File: config.mk
export PLATFORM = sky130hd
export DESIGN_NAME = disp_scan_ctrl
export DESIGN_NICKNAME = d
export VERILOG_FILES = /design/src/rtl/disp_scan_ctrl.sv
export SDC_FILE = /design/constraint.sdc
export NUM_CORES = 1
export LEC_CHECK = 0
export ABC_AREA = 0
export CAP_MARGIN = 5
export CORE_MARGIN = 1
export CORE_UTILIZATION = 30
export CTS_CLUSTER_SIZE = 25
export DETAILED_ROUTE_END_ITERATION = 10
export DONT_BUFFER_PORTS = 1
export GPL_ROUTABILITY_DRIVEN = 0
export SLEW_MARGIN = 0
export SYNTH_ARGS = -nofsm -noshare
export SYNTH_HDL_FRONTEND = slang
export SYNTH_SLANG_ARGS = --single-unit
File: constraint.sdc
create_clock -name CLK -period 4 [get_ports CLK]
set_clock_uncertainty 0.2 [all_clocks]
set_input_delay 0.2 -clock CLK [delete_from_list [all_inputs] [get_ports CLK]]
set_output_delay 0.2 -clock CLK [all_outputs]
set_load 0.05 [all_outputs]
File: src/rtl/disp_scan_ctrl.sv
// disp_scan_ctrl: time-multiplexed scan controller for a common-anode 7-segment bank.
//   Steps through NDIG digits, one slot of DIV clocks each, through a shared BCD decoder.
//   The first GUARD clocks of each slot are blanked to avoid ghosting.
//   Display data is double-buffered: LOAD fills a pending buffer, and that buffer is
//   promoted to the active buffer only at the frame boundary (idx wraps NDIG-1 -> 0).
//   Outputs are registered and reflect the scan/active state one cycle earlier.
// Ports:
//   CLK, RST (sync, active-high)
//   VAL/DP_POS/OVF + LOAD strobe  : display data capture
//   DP_EN, LZ_EN                  : live decimal-point / leading-zero-suppression enables
//   S, DP                         : decoder code and DP control (DP=0 lights the point)
//   AN                            : active-low digit enables
//   FRAME                         : one-cycle pulse after each frame boundary
module disp_scan_ctrl #(
  parameter int NDIG  = 8,
  parameter int DIV   = 50000,
  parameter int GUARD = 500
) (
  input  logic                     CLK,
  input  logic                     RST,
  input  logic [4*NDIG-1:0]        VAL,
  input  logic                     LOAD,
  input  logic [$clog2(NDIG)-1:0]  DP_POS,
  input  logic                     DP_EN,
  input  logic                     LZ_EN,
  input  logic                     OVF,
  output logic [3:0]               S,
  output logic                     DP,
  output logic [NDIG-1:0]          AN,
  output logic                     FRAME
);

  localparam int CW = $clog2(DIV);
  localparam int IW = $clog2(NDIG);
  localparam logic [CW-1:0] CNT_MAX = CW'(DIV - 1);
  localparam logic [CW-1:0] GUARD_C = CW'(GUARD);
  localparam logic [IW-1:0] IDX_MAX = IW'(NDIG - 1);
  localparam logic [3:0]    DASH    = 4'b1010;

  // Scan state
  logic [CW-1:0]       cnt_q, cnt_d;
  logic [IW-1:0]       idx_q, idx_d;

  // Pending and active display buffers
  logic                pend_q, pend_d;
  logic [4*NDIG-1:0]   pval_q, pval_d;
  logic [IW-1:0]       pdp_q, pdp_d;
  logic                povf_q, povf_d;
  logic [4*NDIG-1:0]   aval_q, aval_d;
  logic [IW-1:0]       adp_q, adp_d;
  logic                aovf_q, aovf_d;

  // Registered outputs
  logic [3:0]          s_q, s_d;
  logic                dp_q, dp_d;
  logic [NDIG-1:0]     an_q, an_d;
  logic                frame_q, frame_d;

  logic                tick;
  logic                boundary;
  logic                zero_run;
  logic                cur_sup;
  logic [3:0]          cur_dig;
  logic                blank;

  always_comb begin
    // Prescaler and digit index
    tick     = (cnt_q == CNT_MAX);
    boundary = tick && (idx_q == IDX_MAX);
    cnt_d    = tick ? '0 : cnt_q + 1'b1;
    idx_d    = idx_q;
    if (tick) begin
      idx_d = (idx_q == IDX_MAX) ? '0 : idx_q + 1'b1;
    end

    // Buffering: a LOAD coinciding with the boundary bypasses the pending
    // buffer and lands directly in the active buffer.
    pend_d = pend_q;
    pval_d = pval_q;
    pdp_d  = pdp_q;
    povf_d = povf_q;
    aval_d = aval_q;
    adp_d  = adp_q;
    aovf_d = aovf_q;
    if (boundary) begin
      if (LOAD) begin
        aval_d = VAL;
        adp_d  = DP_POS;
        aovf_d = OVF;
      end else if (pend_q) begin
        aval_d = pval_q;
        adp_d  = pdp_q;
        aovf_d = povf_q;
      end
      pend_d = 1'b0;
    end else if (LOAD) begin
      pval_d = VAL;
      pdp_d  = DP_POS;
      povf_d = OVF;
      pend_d = 1'b1;
    end

    // Walk digits from the most significant end; zero_run stays set while
    // every digit from NDIG-1 down to i is zero. Only the currently scanned
    // digit's code and suppression state are kept.
    zero_run = 1'b1;
    cur_sup  = 1'b0;
    cur_dig  = 4'h0;
    for (int i = NDIG - 1; i >= 0; i--) begin
      zero_run = zero_run && (aval_q[4*i +: 4] == 4'h0);
      if (idx_q == IW'(i)) begin
        cur_dig = aval_q[4*i +: 4];
        cur_sup = LZ_EN && !aovf_q && zero_run && (i != 0) && (IW'(i) > adp_q);
      end
    end

    blank = (cnt_q < GUARD_C) || cur_sup;

    an_d = '1;
    for (int i = 0; i < NDIG; i++) begin
      if (!blank && (idx_q == IW'(i))) begin
        an_d[i] = 1'b0;
      end
    end

    s_d     = aovf_q ? DASH : cur_dig;
    dp_d    = !(DP_EN && (idx_q == adp_q) && !aovf_q);
    frame_d = boundary;
  end

  always_ff @(posedge CLK) begin
    if (RST) begin
      cnt_q   <= '0;
      idx_q   <= '0;
      pend_q  <= 1'b0;
      pval_q  <= '0;
      pdp_q   <= '0;
      povf_q  <= 1'b0;
      aval_q  <= '0;
      adp_q   <= '0;
      aovf_q  <= 1'b0;
      s_q     <= 4'h0;
      dp_q    <= 1'b1;
      an_q    <= '1;
      frame_q <= 1'b0;
    end else begin
      cnt_q   <= cnt_d;
      idx_q   <= idx_d;
      pend_q  <= pend_d;
      pval_q  <= pval_d;
      pdp_q   <= pdp_d;
      povf_q  <= povf_d;
      aval_q  <= aval_d;
      adp_q   <= adp_d;
      aovf_q  <= aovf_d;
      s_q     <= s_d;
      dp_q    <= dp_d;
      an_q    <= an_d;
      frame_q <= frame_d;
    end
  end

  assign S     = s_q;
  assign DP    = dp_q;
  assign AN    = an_q;
  assign FRAME = frame_q;

endmodule

==> results of run 1 <==
layer usage:
metal / GRT usage / up-vias
met5: 0 / -
met3: 0.0451 / 9
li1: - / 1898
met4: 0.0363 / 0
met1: 0.178 / 1800
met2: 0.234 / 86
area by class of cell:
type	count	share of cell area
flip-flops and latches	106	0.357
inverters	10	0.00631
multi-input cells	361	0.435
repair buffers	65	0.111
well taps	216	0.0454
clock buffers	10	0.0385
clock inverters	6	0.00715
critical path, cell delays in order, from the launching register on:
cell and delay [ns]:
sky130_fd_sc_hd__dfxtp_1 0.41, sky130_fd_sc_hd__or3b_1 0.43, sky130_fd_sc_hd__nor4_4 0.61, sky130_fd_sc_hd__nor3b_4 0.29
sky130_fd_sc_hd__buf_4 0.37, sky130_fd_sc_hd__nor2_1 0.09, sky130_fd_sc_hd__a211oi_2 0.19, sky130_fd_sc_hd__dlygate4sd3_1 0.56
repair_timing:
item,in CTS,in global routing
hold buffers,61,1
hold endpoints to repair,84,1
buffers inserted,0,0
gates resized for setup,0,0
registers in the layout, indices dropped and copies added (netlist names), 3 cells and up:
signal	cells
S	4
aval_q	32
cnt_q	16
adp_q	3
pdp_q	3
AN	8
idx_q	3
pval_q	32
synthesized netlist by cell type, drive strengths merged, types with 2 or more instances:
| cell | instances |
|---|---|
| clkbuf | 21 |
| ha | 7 |
| mux2i | 73 |
| or4 | 4 |
| nand2b | 3 |
| nand4 | 9 |
| nand3 | 13 |
| xnor2 | 6 |
| nor2b | 5 |
| a32oi | 3 |
| inv | 10 |
| o21ai | 8 |
| nor2 | 103 |
| xor2 | 9 |
| a211oi | 38 |
| or3 | 2 |
| o221ai | 4 |
| nand2 | 17 |
| a31oi | 2 |
| buf | 14 |
| and4 | 2 |
| o211ai | 2 |
| a21boi | 3 |
| a221o | 2 |
| a21o | 4 |
| or2 | 2 |
| and2 | 2 |
| nor4 | 7 |
| dfxtp | 106 |
| nor3 | 5 |
| a21oi | 14 |
| nand3b | 2 |
worst max-delay path by stage:
stage                 end  depth (start not counted)  slack (ns)       from
6_report         adp_q[2]                          7        0.79   cnt_q[8]
5_1_grt          adp_q[2]                          7        0.55   cnt_q[8]
4_1_cts          adp_q[2]                          7        0.79   cnt_q[8]
3_5_place_dp   pval_q[16]                          5        1.22   idx_q[2]
3_3_place_gp   aval_q[10]                          6        1.25   cnt_q[8]
2_1_floorplan   pval_q[1]                          7        1.75  cnt_q[13]
where the power goes:
part | switching (mW) | leakage (nW) | internal [mW]
Combinational | 0.0788 | 1.19 | 0.0937
Clock | 0.407 | 0.134 | 0.425
Sequential | 0.0150 | 0.862 | 1.08
cells by family after synthesis:
logic type	count (synthesis)	share of synthesized area
and+or+nand+nor	180	0.172
DFF	106	0.431
AOI/OAI and AO/OA	86	0.157
muxes	73	0.149
buffers and inverters	45	0.0463
xor gates and xnor gates	15	0.0267
adders and majority gates	7	0.0178
cell usage in the layout, fill, tap and decap left out, types with 3 or more instances in the layout:
| cell | synthesis | final |
|---|---|---|
| sky130_fd_sc_hd__a21oi_1 | 14 | 14 |
| sky130_fd_sc_hd__nor2_1 | 103 | 103 |
| sky130_fd_sc_hd__nor3_1 | 5 | 5 |
| sky130_fd_sc_hd__a211oi_2 | 34 | 34 |
| sky130_fd_sc_hd__buf_4 | 7 | 3 |
| sky130_fd_sc_hd__a21o_1 | 4 | 4 |
| sky130_fd_sc_hd__xnor2_1 | 6 | 6 |
| sky130_fd_sc_hd__nand2_1 | 17 | 17 |
| sky130_fd_sc_hd__nand4_1 | 9 | 9 |
| sky130_fd_sc_hd__clkinv_2 | 0 | 3 |
| sky130_fd_sc_hd__dfxtp_1 | 106 | 106 |
| sky130_fd_sc_hd__xor2_1 | 9 | 9 |
| sky130_fd_sc_hd__o21ai_0 | 8 | 8 |
| sky130_fd_sc_hd__inv_1 | 10 | 10 |
| sky130_fd_sc_hd__nand2b_1 | 3 | 3 |
| sky130_fd_sc_hd__nor2b_1 | 5 | 5 |
| sky130_fd_sc_hd__mux2i_1 | 73 | 73 |
| sky130_fd_sc_hd__a32oi_1 | 3 | 3 |
| sky130_fd_sc_hd__dlygate4sd3_1 | 0 | 61 |
| sky130_fd_sc_hd__or4_1 | 3 | 3 |
| sky130_fd_sc_hd__nand3_1 | 13 | 13 |
| sky130_fd_sc_hd__nor4_1 | 6 | 6 |
| sky130_fd_sc_hd__clkbuf_16 | 0 | 9 |
| sky130_fd_sc_hd__ha_1 | 7 | 7 |
| sky130_fd_sc_hd__o221ai_1 | 4 | 4 |
| sky130_fd_sc_hd__a211oi_1 | 4 | 4 |
==> key figures, run 1 <==
Run status
  • Result of the run: completed

Drt
  • Vias per cell: between 4 and 5
  • Per-cell routed wire length: between 15 and 20 microns
  • Initial DRT Pass Iterations: 4
  • Post-route met1 wirelength: about 5.4 mm
  • Uppermost layer routed: met4
  • Met2 wire len: between 5 and 6 mm
  • Routed length on met3: approximately 650 microns
  • Detailed Route Iter0 Violations: 210
  • Antenna viol nets, final: 0
  • Final wirelength: around 12 mm
  • Via count: about 3800
  • Remaining DRCs: 0

Floorplan
  • Starting density of the core: 0.309
  • Overall die height: about 130 microns
  • Horizontal die dimension: between 100 and 150 microns
  • Total die area: about 0.017 sq mm
  • Core Region: 0.0159 sq mm
  • Io pins: 55
  • Row count: between 40 and 50

STA
  • Tightest Pin Transition: roughly 0.87 ns
  • RSZ-0062 raised after global routing: false
  • Worst hold slack: 0.00200 ns
  • Minimum clock period: 3.21 ns
  • Worst max-slew margin expressed relative to the limit: 0.416
  • Achievable frequency: 312 MHz
  • Portion of the clock cycle consumed by the worst path in the final layout: 0.802
  • Final hold violation count: 0
  • Post-route worst setup slack: around 0.8 ns
  • Final number of setup-violating endpoints: 0
  • Setup TNS: 0 ns
  • Number of max-slew violations in the final report: 0

Logic synthesis
  • Cell types occupying the most area after synthesis: sky130_fd_sc_hd__dfxtp_1 43%, sky130_fd_sc_hd__mux2i_1 15%, sky130_fd_sc_hd__a211oi_2 8.6%, sky130_fd_sc_hd__nor2_1 7.9%, sky130_fd_sc_hd__ha_1 1.8%
  • Number of distinct standard cells referenced by the synthesized netlist: 48
  • Share of async-settable or async-resettable flops after synthesis: 0
  • Net Count, Synth: between 500 and 600
  • Cell taking the most area after synthesis: sky130_fd_sc_hd__dfxtp_1
  • Flip-flop cell with the highest count after synthesis: sky130_fd_sc_hd__dfxtp_1
  • Share of the synthesized area in the top cell type: 0.431
  • Number of warnings printed during yosys synthesis: 0
  • Syn Area/Cell: 9.61 sq um
  • Flops & latches, synth: 106
  • Cell count after synthesis: between 500 and 600
  • Post-synthesis instance area: ~0.0049 sq mm
  • Number of flops mapped to enable cells by yosys: 0
  • Sequential-to-total area share from yosys stat: 0.431

Worst setup path
  • Worst Path Max Fanout: 30
  • Type of origin of the critical path: flop
  • Arrival time of data at the critical path endpoint: around 3.3 ns
  • Crit path capture type: flop
  • Worst reg-to-reg path cell count: 7
  • Startpoint of the worst register-to-register path: cnt_q[8]
  • Worst Path Class, Setup: flop to flop
  • Flop2flop setup slack: between 0.7 and 0.8 ns
  • Terminus of the critical flop-to-flop path: adp_q[2]
  • Req. time, crit path: between 4 and 5 ns

Global routing
  • Overflow after GRT: 0
  • Vias in the first global route: 3619
  • Total GRT Usage: 0.142
  • Number of antenna violations at the first check in global routing: 0
  • Maximum number of pins on one net before global-route repair: 83
  • First-pass GRT wire length: roughly 18 mm

Pwr
  • Power density over the cells: 353 mW/mm^2
  • P_leak: approximately 2.2 nW
  • Overall power of the completed layout: between 2 and 2.5 mW
  • Worst voltage drop across the vdd grid: ~220 uV

Min path
  • End point of the worst hold path: aval_q[31]
  • Hold Path Class: primary input to flop
  • Number of cells on the worst hold path: 2
  • Worst Hold Launch: LOAD

CTS
  • Clock transition at the registers of the reported paths: 0.07 ns
  • Max Root-Sink Buffers: 2
  • Buffer type at the clock tree root: sky130_fd_sc_hd__clkbuf_16
  • TritonCTS sink count: approximately 110
  • Number of buffers inserted during clock tree synthesis: 9
  • H-Tree Level Count: 3
  • TritonCTS clock tree: done
  • Clock latency at the later pin of the worst-skew pair: around 0.36 ns

Finish
  • Layout cells sized above 1: 0.106
  • Sequential cell area in the final layout: about 0.0021 sq mm
  • Number of fillers in the final layout: between 1500 and 2000
  • Synth-to-layout area growth: 20.9%
  • Non-filler cells, final: just under 800
  • Post-Route Utilization: 0.373
  • Non-Filler Cell Area, Final: 0.00595 sq mm
  • Multi-input gate area in the final layout: 0.00259 sq mm
  • Post-layout net count: between 600 and 700
  • Antenna diode count: 0

Place
  • Instance area at placement: around 0.005 sq mm
  • Count of input and output buffers: 0
  • Worst slack after detailed placement: between 1 and 1.5 ns
  • HPWL Detailed: just under 8 mm
  • Placed cell count: 696

Job
  • Total of max-cap violations: 0
Power figures use the tool's default switching activity.
==> run 2: changes to the inputs <==
Settings changed: ABC_AREA 0 to 1.
Clock period 4 ns to 2.7 ns, I/O delays scaled along.
==> key figures, run 2 <==
Run status
  • Result of the run: completed

Finish
  • Non-Filler Cell Area, Final: 0.00626 sq mm (+5.2%)
  • Layout cells sized above 1: 0.0921 (-0.0136)
  • Registers with the most flip-flops: aval_q: 32 flops, pval_q: 32 flops, cnt_q: 16 flops
  • Antenna diode count: 0 (unchanged)
  • Sequential cell area in the final layout: 0.00212 sq mm (unchanged)
  • Non-filler cells, final: 980 (+27%)
  • Top library cells by usage in the layout, fill and taps aside: 148 x sky130_fd_sc_hd__nand2_1, 124 x sky130_fd_sc_hd__nor2_1, 106 x sky130_fd_sc_hd__dfxtp_1
  • Synth-to-layout area growth: 23.0%
  • Post-layout net count: 803 (+34%)
  • Number of fillers in the final layout: 1775 (+9.2%)
  • Post-Route Utilization: 0.377 (+0.00422)
  • Multi-input gate area in the final layout: 0.00260 sq mm (+0.53%)
  • Most frequent standard cell in the layout excluding fill and tap cells: sky130_fd_sc_hd__nand2_1

Drt
  • Final wirelength: 13.0 mm (+12%)
  • Remaining DRCs: 0 (unchanged)
  • Antenna viol nets, final: 0 (unchanged)
  • Vias per cell: 4.76 (-2.9%)
  • Detailed Route Iter0 Violations: 353 (+68%)
  • Initial DRT Pass Iterations: 4 (unchanged)
  • Per-cell routed wire length: 13.3 microns (-12%)
  • Via count: 4662 (+23%)

Logic synthesis
  • Share of async-settable or async-resettable flops after synthesis: 0 (unchanged)
  • Most numerous cell types in the synthesized netlist: 148 x sky130_fd_sc_hd__nand2_1, 124 x sky130_fd_sc_hd__nor2_1, 106 x sky130_fd_sc_hd__dfxtp_1, 55 x sky130_fd_sc_hd__a21oi_1, 51 x sky130_fd_sc_hd__inv_1
  • Share of the synthesized area in the top cell type: 0.417 (-0.0143)
  • Cell count after synthesis: 709 (+38%)
  • Cell types occupying the most area after synthesis: sky130_fd_sc_hd__dfxtp_1 42%, sky130_fd_sc_hd__nand2_1 11%, sky130_fd_sc_hd__nor2_1 9.1%, sky130_fd_sc_hd__mux2_2 8.0%, sky130_fd_sc_hd__a21oi_1 5.4%
  • Flops & latches, synth: 106 (unchanged)
  • Net Count, Synth: 757 (+35%)
  • Cell taking the most area after synthesis: sky130_fd_sc_hd__dfxtp_1
  • Post-synthesis instance area: 0.00509 sq mm (+3.4%)
  • Number of flops mapped to enable cells by yosys: 0 (unchanged)
  • Number of warnings printed during yosys synthesis: 0 (unchanged)
  • Syn Area/Cell: 7.18 sq um (-25%)
  • Number of distinct standard cells referenced by the synthesized netlist: 30 (-38%)
  • Most instantiated library cell after synthesis: sky130_fd_sc_hd__nand2_1
  • Sequential-to-total area share from yosys stat: 0.417 (-0.0143)
  • Flip-flop cell with the highest count after synthesis: sky130_fd_sc_hd__dfxtp_1

CTS
  • Number of buffers inserted during clock tree synthesis: 9 (unchanged)
  • Clock latency at the later pin of the worst-skew pair: 0.35 ns (about the same)
  • H-Tree Level Count: 3 (unchanged)
  • Buffer type at the clock tree root: sky130_fd_sc_hd__clkbuf_16
  • Max Root-Sink Buffers: 2 (unchanged)
  • TritonCTS clock tree: done
  • Number of setup buffers added after CTS: 0 (unchanged)
  • TritonCTS sink count: 106 (unchanged)
  • Clock transition at the registers of the reported paths: 0.08 ns (about the same)

Floorplan
  • Io pins: 55 (unchanged)
  • Starting density of the core: 0.307 (-0.00174)
  • Row count: 47 (+2.2%)
  • Total die area: 0.0175 sq mm (+3.4%)
  • Overall die height: 132 microns (+1.7%)
  • Core Region: 0.0166 sq mm (+4.0%)
  • Horizontal die dimension: 132 microns (+1.7%)

Place
  • HPWL Detailed: 8.79 mm (+12%)
  • Instance area at placement: 0.00526 sq mm (+4.3%)
  • Count of input and output buffers: 0 (unchanged)
  • Placed cell count: 900 (+29%)

STA
  • Achievable frequency: 402 MHz (+29%)
  • RSZ-0062 raised after global routing: false
  • Portion of the clock cycle consumed by the worst path in the final layout: 0.921 (+0.118)
  • Number of max-slew violations in the final report: 0 (unchanged)
  • Final hold violation count: 0 (unchanged)
  • Minimum clock period: 2.49 ns (-0.724 ns)
  • Setup TNS: 0 ns (unchanged)
  • Final number of setup-violating endpoints: 0 (unchanged)
  • Tightest Pin Transition: 0.661 ns (-0.211 ns)
  • Worst max-slew margin expressed relative to the limit: 0.559 (+0.142)

Worst setup path
  • Crit path capture type: flop
  • Worst Path Max Fanout: 27 (-10%)
  • Arrival time of data at the critical path endpoint: 2.58 ns (-0.73 ns)
  • Type of origin of the critical path: flop
  • Req. time, crit path: 2.79 ns (-1.31 ns)
  • Worst Path Class, Setup: flop to flop

Pwr
  • Power density over the cells: 547 mW/mm^2 (+55%)
  • Sw Pwr: 0.754 mW (+50%)
  • Switching Fraction: 0.220 (-0.0185)
  • Internal power component: 2.67 mW (+67%)
  • Power share of the combinational group: 0.079 (-0.003)
  • Sequential fraction of design power: 0.475 (-0.046)
  • P_leak: 2.50 nW (+14%)
  • Clock share of power: 0.446 (+0.050)
  • Worst voltage drop across the vdd grid: 325 uV (+49%)

Global routing
  • Overflow after GRT: 0 (unchanged)
  • Maximum number of pins on one net before global-route repair: 44 (-47%)
  • First-pass GRT wire length: 22.4 mm (+22%)
  • Total GRT Usage: 0.156 (+0.0143)
  • Vias in the first global route: 4584 (+27%)
  • Number of antenna violations at the first check in global routing: 0 (unchanged)

Job
  • Total of max-cap violations: 0 (unchanged)

Min path
  • Hold Path Class: primary input to flop
## run 2: changes by cell type after synthesis, sizes merged, moves of 7 or more
cell    delta
a21oi     +41
mux2i     -73
mux2      +36
o21ai     +41
xor2       -8
nor2      +21
nand3     +12
nand4     +31
inv       +43
a211oi    -38
nand2    +133
nor3       +7
## run 2: path summary, 6_finish.rpt
check	cells after the start	slack (ns)	end	from
min reg2reg	1	0.25	cnt_q[0]	cnt_q[0]
max	9	0.21	aval_q[3]	cnt_q[0]
max reg2reg	9	0.21	aval_q[3]	cnt_q[0]
min	3	0.01	aval_q[30]	LOAD
## run 2: cells by family (layout without fill, tap and decap cells)
logic type | Yosys count | after routing | synth area share
buffers and inverters | 91 | 142 | 0.0723
flip-flops | 106 | 106 | 0.417
adder cells (fa/ha/maj) | 7 | 7 | 0.0172
AO/OA/AOI/OAI | 108 | 108 | 0.108
XOR/XNOR | 2 | 2 | 0.00344
multiplexers | 36 | 36 | 0.0797
AND/OR/NAND/NOR | 359 | 359 | 0.302
## run 2: repair_timing
action,4_1_cts,5_1_grt
hold buffers,64,0
hold endpoints to repair,83,0
gates resized for setup,0,1
setup endpoints to repair,0,2
## run 2: power by group through the flow
stage	clock (mW)	combinational [mW]	sequential [mW]
after floorplan	0	0.152	1.66
after global placement	0	0.161	1.66
after detailed placement	0	0.162	1.66
after CTS	1.56	0.268	1.63
after global routing	1.63	0.300	1.63
final	1.53	0.270	1.63
## run 2: stage by stage
stage                     hold WS, ns  worst slack, ns  total power [mW]
after CTS                     0.00421            0.110              3.45
final                          0.0115            0.214              3.42
after global placement        0.00841            0.420              1.82
after global routing           0.0147           0.0134              3.56
after detailed placement      0.00873            0.375              1.83
after floorplan                0.0221            0.752              1.81
## run 2: layout make-up
class	count	share of cell area
Clock buffer	9	0.0360
Clock inverter	7	0.0194
Inverter	54	0.0324
Multi-Input combinational cell	512	0.416
Sequential cell	106	0.339
Tap cell	220	0.0440
Timing Repair Buffer	72	0.114
## run 2: worst max-delay path, stage by stage (launching register included)
cell and delay, ns:
sky130_fd_sc_hd__dfxtp_1 0.35, sky130_fd_sc_hd__ha_1 0.17, sky130_fd_sc_hd__nand2_1 0.06, sky130_fd_sc_hd__clkinv_1 0.06, sky130_fd_sc_hd__nand2_1 0.10, sky130_fd_sc_hd__nor3_4 0.29
sky130_fd_sc_hd__buf_4 0.32, sky130_fd_sc_hd__nand4_1 0.13, sky130_fd_sc_hd__a21oi_1 0.17, sky130_fd_sc_hd__dlygate4sd3_1 0.56
## run 2: layer usage
metal | routed length [microns] | global-route usage | up-vias
met4 | 150 | 0.0409 | 0
met2 | 5990 | 0.254 | 68
li1 | - | - | 2433
met3 | 370 | 0.0277 | 11
met5 | 0 | 0 | -
met1 | 6530 | 0.213 | 2150
==> run 3: changes to the inputs <==
Settings changed: PLACE_DENSITY set to 0.48.
==> key figures, run 3 (same netlist as run 2, synthesis figures left out) <==
Global routing
  • Maximum number of pins on one net before global-route repair: 44 (unchanged)
  • Total GRT Usage: 0.161 (+0.00444)
  • Number of antenna violations at the first check in global routing: 1 (+1)
  • First-pass GRT wire length: 22.5 mm (+0.52%)
  • Overflow after GRT: 0 (unchanged)
  • Vias in the first global route: 4601 (+0.37%)

CTS
  • Clock latency at the later pin of the worst-skew pair: 0.35 ns (about the same)
  • TritonCTS sink count: 106 (unchanged)
  • Max Root-Sink Buffers: 2 (unchanged)
  • Number of buffers inserted during clock tree synthesis: 9 (unchanged)
  • TritonCTS clock tree: done
  • H-Tree Level Count: 3 (unchanged)
  • Buffer type at the clock tree root: sky130_fd_sc_hd__clkbuf_16
  • Clock transition at the registers of the reported paths: 0.07 ns (about the same)

Job
  • Total of max-cap violations: 0 (unchanged)

Worst setup path
  • Startpoint of the worst register-to-register path: idx_q[1]
  • Crit path capture type: flop
  • Arrival time of data at the critical path endpoint: 2.58 ns (about the same)
  • Type of origin of the critical path: flop
  • Terminus of the critical flop-to-flop path: aval_q[8]
  • Worst Path Max Fanout: 18 (-33%)
  • Flop2flop setup slack: 0.16 ns (-0.06 ns)
  • Req. time, crit path: 2.74 ns (-0.05 ns)
  • Worst Path Class, Setup: flop to flop
  • Worst reg-to-reg path cell count: 8 (-1)

STA
  • Portion of the clock cycle consumed by the worst path in the final layout: 0.942 (+0.0214)
  • Worst max-slew margin expressed relative to the limit: 0.551 (-0.00748)
  • Tightest Pin Transition: 0.672 ns (+0.0112 ns)
  • Final hold violation count: 0 (unchanged)
  • Achievable frequency: 393 MHz (-2.3%)
  • Number of max-slew violations in the final report: 0 (unchanged)
  • Final number of setup-violating endpoints: 0 (unchanged)
  • Setup TNS: 0 ns (unchanged)
  • Minimum clock period: 2.54 ns (+0.0578 ns)
  • RSZ-0062 raised after global routing: false

Finish
  • Top library cells by usage in the layout, fill and taps aside: 148 x sky130_fd_sc_hd__nand2_1, 124 x sky130_fd_sc_hd__nor2_1, 106 x sky130_fd_sc_hd__dfxtp_1
  • Post-Route Utilization: 0.380 (+0.00256)
  • Number of fillers in the final layout: 1754 (-1.2%)
  • Post-layout net count: 810 (+0.87%)
  • Layout cells sized above 1: 0.0914 (-0.000721)
  • Synth-to-layout area growth: 23.8%
  • Most frequent standard cell in the layout excluding fill and tap cells: sky130_fd_sc_hd__nand2_1
  • Registers with the most flip-flops: aval_q: 32 flops, pval_q: 32 flops, cnt_q: 16 flops

Drt
  • Routed length on met3: 473 microns (+28%)
  • Final wirelength: 13.5 mm (+3.4%)
  • Vias per cell: 4.82 (+1.4%)
  • Via count: 4760 (+2.1%)
  • Remaining DRCs: 0 (unchanged)
  • Met2 wire len: 6.15 mm (+2.7%)
  • Initial DRT Pass Iterations: 4 (unchanged)
  • Post-route met1 wirelength: 6.64 mm (+1.7%)
  • Antenna viol nets, final: 0 (unchanged)
  • Detailed Route Iter0 Violations: 208 (-41%)
  • Uppermost layer routed: met4
  • Per-cell routed wire length: 13.7 microns (+2.6%)

Pwr
  • P_leak: 2.52 nW (+0.69%)
  • Power density over the cells: 517 mW/mm^2 (-5.5%)
  • Overall power of the completed layout: 3.26 mW (-4.9%)
  • Worst voltage drop across the vdd grid: 314 uV (-3.2%)

Floorplan
  • Starting density of the core: 0.307 (unchanged)
  • Horizontal die dimension: 132 microns (unchanged)
  • Row count: 47 (unchanged)
  • Io pins: 55 (unchanged)
  • Overall die height: 132 microns (unchanged)
  • Total die area: 0.0175 sq mm (unchanged)
  • Core Region: 0.0166 sq mm (unchanged)

Min path
  • Worst Hold Launch: LOAD
  • Hold Path Class: primary input to flop
  • End point of the worst hold path: adp_q[0]
  • Number of cells on the worst hold path: 3 (unchanged)

Run status
  • Result of the run: completed

Place
  • HPWL Detailed: 9.34 mm (+6.3%)
  • Count of input and output buffers: 0 (unchanged)
==> run 3: layer usage <==
layer / track usage / vias to the layer above
met4: 0.0517 / 0
met5: 0 / -
met2: 0.268 / 87
met3: 0.0319 / 15
li1: - / 2442
met1: 0.208 / 2216
==> run 3: power by group <==
part / internal (mW) / switching (mW)
logic: 0.157 / 0.124
clock network: 0.789 / 0.558
registers: 1.61 / 0.0228
total: 2.55 / 0.705
==> run 3: layout make-up <==
cell class                 instances  area [sq um]  share of cell area
sequential                       106          2120               0.337
clock buffer                      13           270              0.0429
inverter                          54           203              0.0322
timing repair buffer              79           792               0.126
multi-input combinational        512          2600               0.413
antenna                            1          2.50            0.000397
tap                              220           275              0.0437
clock inverter                     2          35.0             0.00556
==> run 3: how the worst max path moves through the flow <==
stage	startpoint	slack [ns]	to
finish	idx_q[1]	0.16	aval_q[8]
global route	cnt_q[0]	0.03	aval_q[8]
CTS	cnt_q[0]	0.07	aval_q[8]
detailed placement	idx_q[0]	0.37	AN[5]
global placement	idx_q[0]	0.44	AN[1]
floorplan	idx_q[0]	0.75	aval_q[25]
==> run 3: worst max-delay path, cell delays in order (launching register included) <==
cell,delay [ns]
sky130_fd_sc_hd__dfxtp_1,0.44
sky130_fd_sc_hd__ha_1,0.22
sky130_fd_sc_hd__ha_2,0.28
sky130_fd_sc_hd__buf_4,0.27
sky130_fd_sc_hd__nand3_2,0.12
sky130_fd_sc_hd__buf_4,0.22
sky130_fd_sc_hd__nand2_1,0.08
sky130_fd_sc_hd__a21oi_1,0.05
sky130_fd_sc_hd__dlygate4sd3_1,0.56
==> run 3: through the flow <==
stage               cells  setup WS (ns)  cell area [sq um]  hold slack, ns
CTS                   986         0.0741               6280         0.00438
floorplan             709          0.752               5090          0.0221
global route          987         0.0347               6300          0.0243
global placement      902          0.435               5270          0.0139
finish                987          0.157               6300          0.0132
detailed placement    902          0.369               5270          0.0120
==> run 3: what timing repair did <==
action                                  4_1_cts  5_1_grt
endpoints found under the setup margin        0        2
resized for setup                             0        5
hold endpoints to repair                     81        0
hold buffers                                 69        0
buffers inserted                              0        0
